### src/rtl/bit8mem_word_writer.sv
`default_nettype none
// ============================================================================
//  Module   : bit8mem_word_writer
//  Purpose  : Serialises DATA_W-bit words from a valid/ready stream into
//             consecutive byte writes at an auto-incrementing byte address.
//  Options  : WR_BIG_ENDIAN_EN - when defined, the most significant byte of
//             each word goes to the lowest address (default little-endian).
//  Revision : 1.0 - initial release
// ============================================================================
module bit8mem_word_writer #(
  parameter int ADDR_W = 27,
  parameter int DATA_W = 32,
  parameter int CNT_W  = 16
) (
  input  logic              clk,
  input  logic              reset,
  input  logic [ADDR_W-1:0] start_addr,
  input  logic              load_addr,
  input  logic [DATA_W-1:0] wr_data,
  input  logic              wr_valid,
  output logic              wr_ready,
  output logic [ADDR_W-1:0] mem_addr,
  output logic [7:0]        mem_wdata,
  output logic              mem_writeE,
  output logic              busy,
  output logic [CNT_W-1:0]  word_count
);

  localparam int BYTES = DATA_W / 8;
  localparam int IDX_W = (BYTES > 1) ? $clog2(BYTES) : 1;
  localparam logic [IDX_W-1:0] c_LAST_IDX = IDX_W'(BYTES - 1);

  typedef enum logic [0:0] {
    S_IDLE  = 1'b0,
    S_WRITE = 1'b1
  } state_t;

  state_t              state_q, state_d;
  logic [ADDR_W-1:0]   addr_ptr_q, addr_ptr_d;
  logic [IDX_W-1:0]    byte_idx_q, byte_idx_d;
  logic [DATA_W-1:0]   shift_q, shift_d;
  logic [CNT_W-1:0]    word_count_q, word_count_d;

  logic                w_last_byte;
  logic [7:0]          w_cur_byte;
  logic [DATA_W-1:0]   w_shift_next;

`ifdef WR_BIG_ENDIAN_EN
  assign w_cur_byte   = shift_q[DATA_W-1 -: 8];
  assign w_shift_next = shift_q << 8;
`else
  assign w_cur_byte   = shift_q[7:0];
  assign w_shift_next = shift_q >> 8;
`endif

  assign w_last_byte = (state_q == S_WRITE) && (byte_idx_q == c_LAST_IDX);

  always_comb begin
    state_d      = state_q;
    addr_ptr_d   = addr_ptr_q;
    byte_idx_d   = byte_idx_q;
    shift_d      = shift_q;
    word_count_d = word_count_q;
    wr_ready     = 1'b0;

    case (state_q)
      S_IDLE: begin
        // A pending address load blocks acceptance so the word lands at the new pointer.
        wr_ready = !load_addr;
        if (load_addr) begin
          addr_ptr_d = start_addr;
        end else if (wr_valid) begin
          shift_d    = wr_data;
          byte_idx_d = '0;
          state_d    = S_WRITE;
        end
      end

      S_WRITE: begin
        addr_ptr_d = addr_ptr_q + 1'b1;
        shift_d    = w_shift_next;
        byte_idx_d = byte_idx_q + 1'b1;
        if (w_last_byte) begin
          wr_ready     = 1'b1;
          word_count_d = word_count_q + 1'b1;
          byte_idx_d   = '0;
          // Taking the next word on the last byte keeps the write strobe gap-free.
          if (wr_valid) begin
            shift_d = wr_data;
          end else begin
            state_d = S_IDLE;
          end
        end
      end

      default: begin
        state_d = S_IDLE;
      end
    endcase
  end

  always_ff @(posedge clk) begin
    if (reset) begin
      state_q      <= S_IDLE;
      addr_ptr_q   <= '0;
      byte_idx_q   <= '0;
      shift_q      <= '0;
      word_count_q <= '0;
    end else begin
      state_q      <= state_d;
      addr_ptr_q   <= addr_ptr_d;
      byte_idx_q   <= byte_idx_d;
      shift_q      <= shift_d;
      word_count_q <= word_count_d;
    end
  end

  assign mem_writeE = (state_q == S_WRITE);
  assign busy       = (state_q == S_WRITE);
  assign mem_addr   = addr_ptr_q;
  assign mem_wdata  = (state_q == S_WRITE) ? w_cur_byte : 8'h00;
  assign word_count = word_count_q;

endmodule
`default_nettype wire

### config.mk
export PLATFORM = sky130hd
export DESIGN_NAME = bit8mem_word_writer
export DESIGN_NICKNAME = d
export VERILOG_FILES = /design/src/rtl/bit8mem_word_writer.sv
export SDC_FILE = /design/constraint.sdc
export NUM_CORES = 1
export LEC_CHECK = 0
export ABC_AREA = 1
export ABC_CLOCK_PERIOD_IN_PS = 2200
export CAP_MARGIN = 20
export CELL_PAD_IN_SITES_DETAIL_PLACEMENT = 1
export CELL_PAD_IN_SITES_GLOBAL_PLACEMENT = 1
export CORE_MARGIN = 5
export CORE_UTILIZATION = 33
export DETAILED_ROUTE_END_ITERATION = 12
export PLACE_DENSITY = 0.78
export SLEW_MARGIN = 40
export SYNTH_ARGS = -nofsm -noshare
export SYNTH_HDL_FRONTEND = slang
export SYNTH_SLANG_ARGS = --single-unit
### constraint.sdc
create_clock -name clk -period 2.2 [get_ports clk]
set_clock_uncertainty 0.2 [all_clocks]
set_input_delay 0.66 -clock clk [delete_from_list [all_inputs] [get_ports clk]]
set_output_delay 0.66 -clock clk [all_outputs]
set_load 0.02 [all_outputs]
==> results.toml, run 1 <==
[run_status]
status = "completed"

[power]
peakVddDrop_mv = 0.354
pwr-share-clk_pct = 38.8
swShare_pct = 28.2
p_leak_nw = 2.65
intPower_mw = 2.65
pwr-share-comb_pct = 18.5
switching_power_mw = 1.04
p_per_area_mw_per_mm2 = 624
seqPwrFrac_pct = 42.7

[sta]
rsz0062_at_grt = "no"
holdWs_ns = 0.272
min_period_over_period_pct = 98.3
fin_crit_ns = 2.16
slew_headroom_pct = 72.7
max_freq_mhz = 462
setup_violations = 0
tightest_slew_ns = 0.408
finalHoldViolations = 0
finalWorstSetupSlack_ns = 0.0364
maxSlewViolCount = 0

[yosys]
synth_top_area_share_pct = 37.9
yosysWarnings = 0
ys_ff_latch = 78
syn-cell-area_mm2 = 0.00413
postSynthNetCount = 704
avgSynthCellArea_um2 = 6.47
yosys.cell_types.count = 38
yosysTopAreaCell = "dfxtp_1"
synthFlopType = "dfxtp_1"
synth.most_common_cell = "nand2_1"
synth_area_leaders = "dfxtp_1, nand2_1, nor2_1, inv_1, nand3_1"
synth_edf_count = 0
synthArstFlopShare_pct = 0
postSynthCellCount = 638
ys_top_cells_by_count = "nand2_1, nor2_1, inv_1, dfxtp_1, nand3_1"
seq_area_frac_synth_pct = 37.9

[layout]
layout.cell_area.non_filler_mm2 = 0.00591
drive_above_1_share_pct = 10.0
final_nets = 839
multiInputGateArea_mm2 = 0.00213
n_antenna_cell = 0
area_delta_synth_final_pct = 43.3
regArea_mm2 = 0.00157
nFillCells = 1611

[worst_setup_path]
crit_required_ns = 1.34
critPathArrivalTime_ns = 1.30
path_cells = "buf_8 -> buf_4 -> nand2_1 -> inv_1 -> clkdlybuf4s15_2"
crit_fanout = 5
path_buf_inv = 4
path_class = "reg2out"
setup.worst_path.end_class = "output pin"
cp_slowest_stage_delay_ns = 0.36
crit_family = "buffers and inverters"
slowest_stage = "dfxtp_4"
start_kind = "flop"

[place]
place_hpwl_um = 10700
dp_worst_setup_slack_ns = -0.738
gp_congestion = 0.827
placed_area_mm2 = 0.00565
portBuffers = 116

[floorplan]
coreArea_mm2 = 0.0121
die-width_um = 122
row_count = 40
die_area_mm2 = 0.0148
die_h_um = 122
initial_utilization_pct = 34.1
num_io_pins = 117

[route]
dr.pass1.iters = 4
drt_iter0_markers = 166
num_vias = 4580
routed_wl_um = 14200
vias_per_cell = 4.84
ant_nets = 0
wl_per_cell_um = 15.0
drt_drc_violations_left = 0

[grt]
grt_start_max_net_pins = 34
busiest_layer = "met2"
use_met1_pct = 23.2
grt_pass1_wl_um = 23300
gr-usage-all-layers_pct = 19.4
grt_pass1_vias = 4868
grt-ovfl-total = 0
grtUsageMet3_pct = 3.95
antenna_found_initial = 0
use_met2_pct = 34.0

[min_path]
hp-class = "reg2reg"

[clock_tree]
path_clk_slew_ns = 0.06
clockBufferDepth = 2
cts_tree = "built"
htreeDepth = 3
clock_tree.root_cell = "clkbuf_16"
clk_latency_ns = 0.34
cts.sinks = 78
cts_buffers = 9

[run]
cap_violations = 0
placed cells by master (no fill, tap or decap), types with 3 or more instances in the layout:
master           count
a21oi_1             29
buf_12               4
buf_2                5
buf_4               28
clkbuf_16            9
clkdlybuf4s50_1     65
dfxtp_1             77
dlygate4sd2_1       36
dlymetal6s2s_1       5
ha_1                 3
inv_1               81
nand2_1            183
nand2_2              3
nand3_1             39
nand4_1              5
nor2_1              95
nor2_4               5
nor3_1               7
o21ai_0             22
o21ai_1              6
o22ai_1             14
o32ai_1             18
metal layers:
metal / part of all wire, % / up-vias
li1: - / 2312
met1: 44 / 2139
met2: 48 / 100
met3: 4.5 / 29
met4: 3.0 / 0
met5: 0 / -
power groups by stage:
stage / sequential [mW] / combinational [mW] / clock [mW]
3_5_place_dp: 1.61 / 0.703 / 0
5_1_grt: 1.59 / 0.751 / 1.52
4_1_cts: 1.58 / 0.692 / 1.47
2_1_floorplan: 1.64 / 0.296 / 0
3_3_place_gp: 1.60 / 0.682 / 0
6_report: 1.58 / 0.682 / 1.43
tightest hold or removal path, cell delays in order, from the launching register on:
cell     delay [ns]
dfxtp_1        0.31
inv_1          0.05
o32ai_1        0.07
registers in the layout, indices dropped and copies added, names as in the netlist:
register	cells
shift_q	32
byte_idx_q	2
busy	1
mem_addr	27
word_count	16
per-stage QoR:
step | power [mW] | std cells | utilization (%) | TNS (ns)
floorplan | 1.94 | 638 | - | 0
detailed placement | 2.31 | 927 | 46.7 | -13.40
CTS | 3.74 | 946 | 49.0 | 0
global placement | 2.28 | 927 | 46.7 | -10.86
finish | 3.69 | 946 | 48.8 | 0
global route | 3.86 | 946 | 48.8 | 0
timing repair:
item,in CTS,in global routing
buffers inserted,3,0
hold buffers,0,0
gates resized for setup,70,14
setup endpoints to repair,46,14
cell type report:
cell class	instances	area share [%]
well taps	168	3.55
flip-flops and latches	78	26.5
clock buffers	12	4.34
clock inverters	4	0.508
multi-input cells	450	36.0
inverters	85	5.42
repair buffers	149	23.7
worst paths after layout:
check                                  from            to  slack [ns]  cells past startpoint
worst max-delay path                   busy  mem_wdata[3]        0.04                      5
worst min-delay path             shift_q[7]    shift_q[7]        0.27                      2
worst max register to register  mem_addr[1]  mem_addr[18]        0.18                     10
worst min register to register   shift_q[7]    shift_q[7]        0.27                      2
cell families (layout without fill, tap and decap cells):
family / Yosys count / count (layout) / synth area share (%)
compound gates: 98 / 98 / 14.6
xor+xnor: 2 / 2 / 0.425
fa+ha+maj: 3 / 3 / 0.910
buf+inv: 110 / 250 / 10.6
flops: 78 / 78 / 37.9
simple gates: 347 / 347 / 35.6
(Power assumes the default switching activity.)
==> run 2, diff against run 1 <==
- ABC_CLOCK_PERIOD_IN_PS: 2200 -> 2600
- CELL_PAD_IN_SITES_DETAIL_PLACEMENT: 1 -> unset
- CELL_PAD_IN_SITES_GLOBAL_PLACEMENT: 1 -> unset
- CORE_UTILIZATION: 33 -> 52
- PLACE_DENSITY: 0.78 -> 0.84
- clock period: 2.2 -> 2.6 ns (I/O delays scaled with it)
==> run 2 against run 1 <==
Compared with the run above: die area is 34% lower; power is 27% lower; via count is 0.79% lower; critical path type unchanged.
==> results.toml, run 2 (synthesis results as in run 1) <==
[run_status]
status = "completed"

[place]
place_hpwl_um = 8620
gp_congestion = 0.932
portBuffers = 116
placed_area_mm2 = 0.00546

[sta]
holdWs_ns = 0.269
finalHoldViolations = 0
min_period_over_period_pct = 94.9
rsz0062_at_grt = "no"
fin_crit_ns = 2.47
setup_violations = 0
slew_headroom_pct = 75.4
maxSlewViolCount = 0
fin_setup_tns_ns = 0
tightest_slew_ns = 0.368
max_freq_mhz = 405

[grt]
grt_pass1_vias = 4304
grt_pass1_wl_um = 19400
grt_start_max_net_pins = 34
antenna_found_initial = 0
gr-usage-all-layers_pct = 23.6
grt-ovfl-total = 0

[layout]
drive_above_1_share_pct = 6.82
n_antenna_cell = 0
area_delta_synth_final_pct = 36.2
largest_reg_flops = 32
regMostFlops = "shift_q"
layout.cell_area.non_filler_mm2 = 0.00562
post-route-util_pct = 72.7
layout_commonest_cell = "nand2_1"
layout_common_cells = "nand2_1, clkdlybuf4s50_1, nor2_1, inv_1, dfxtp_1"
nFillCells = 608
final_nets = 824

[worst_setup_path]
crit_fanout = 8
slowest_stage = "clkdlybuf4s50_1"
crit_family = "buffers and inverters"
start_kind = "flop"
cp_slowest_stage_delay_ns = 0.66
crit_required_ns = 1.62
setup.worst_path.end_class = "output pin"
path_buf_inv = 1
path_class = "reg2out"
critPathArrivalTime_ns = 1.49
path_cells = "clkdlybuf4s50_1"

[floorplan]
die_h_um = 99.1
coreArea_mm2 = 0.00773
die_area_mm2 = 0.00981
die-width_um = 99.1
row_count = 32
num_io_pins = 117
initial_utilization_pct = 53.4

[clock_tree]
path_clk_slew_ns = 0.09
clockBufferDepth = 2
htreeDepth = 3
postCtsSetupBuffers = 0
cts_tree = "built"
cts_buffers = 9
clk_latency_ns = 0.35
cts.sinks = 78
clock_tree.root_cell = "clkbuf_8"

[route]
routed_wl_um = 11600
ant_nets = 0
drt_iter0_markers = 234
num_vias = 4544
vias_per_cell = 5.25
dr.pass1.iters = 5
wl_per_cell_um = 13.4
drt_drc_violations_left = 0

[power]
p_per_area_mw_per_mm2 = 478
p_leak_nw = 2.34
peakVddDrop_mv = 0.313

[min_path]
hp-class = "reg2reg"

[run]
cap_violations = 0
run 2: cell count changes in the layout (fill, tap and decap cells not counted), sizes merged:
cell           previous run  this run
clkinv                    4         6
clkdlybuf4s50            65       104
inv                      84        83
clkdlybuf4s15             2         0
dlygate4sd2              36         9
dlymetal6s2s              5         2
clkinvlp                  1         2
clkbuf                   14        10
buf                      39        19
run 2: final cells by class:
type | count | area, um^2 | area share (%)
Sequential cell | 78 | 1560 | 27.8
Multi-Input combinational cell | 450 | 2130 | 37.8
Tap cell | 102 | 128 | 2.27
Timing Repair Buffer | 134 | 1320 | 23.4
Clock buffer | 10 | 128 | 2.27
Inverter | 85 | 320 | 5.70
Clock inverter | 6 | 38.8 | 0.690
run 2: layer usage:
layer	track usage (%)	vias to the layer above	wire length [um]
li1	-	2284	-
met1	28.6	2073	4850
met2	41.3	169	5760
met3	4.39	18	791
met4	8.61	0	219
met5	0	-	0
run 2: worst min-delay path, cell delays in order, from the launching register on:
cell,delay [ns]
dfxtp_1,0.32
inv_1,0.05
o22ai_1,0.06
run 2: what timing repair did:
item	CTS	global route
resized for setup	15	2
hold buffers	0	0
cloned	0	0
endpoints found under the setup margin	11	2
run 2: worst paths after layout:
| kind | slack [ns] | end | from | depth (start not counted) |
|---|---|---|---|---|
| max | 0.13 | mem_addr[2] | mem_addr[2] | 1 |
| min | 0.27 | shift_q[24] | shift_q[24] | 2 |
| max reg2reg | 0.63 | word_count[12] | byte_idx_q[0] | 8 |
| min reg2reg | 0.27 | shift_q[24] | shift_q[24] | 2 |
run 2: per-stage QoR:
step	std cells	power, mW	setup WS (ns)
after floorplan	638	1.64	0.412
after global placement	849	1.89	-0.530
after detailed placement	849	1.91	-0.515
after CTS	865	2.69	0.0303
after global routing	865	2.81	0.0791
final	865	2.68	0.132
run 2: power by group:
group	internal (mW)	total (mW)	switching [mW]	leakage, nW
Sequential	1.27	1.34	0.0719	0.639
Combinational	0.266	0.542	0.276	1.61
Clock	0.344	0.802	0.458	0.0820
Total	1.88	2.68	0.806	2.34
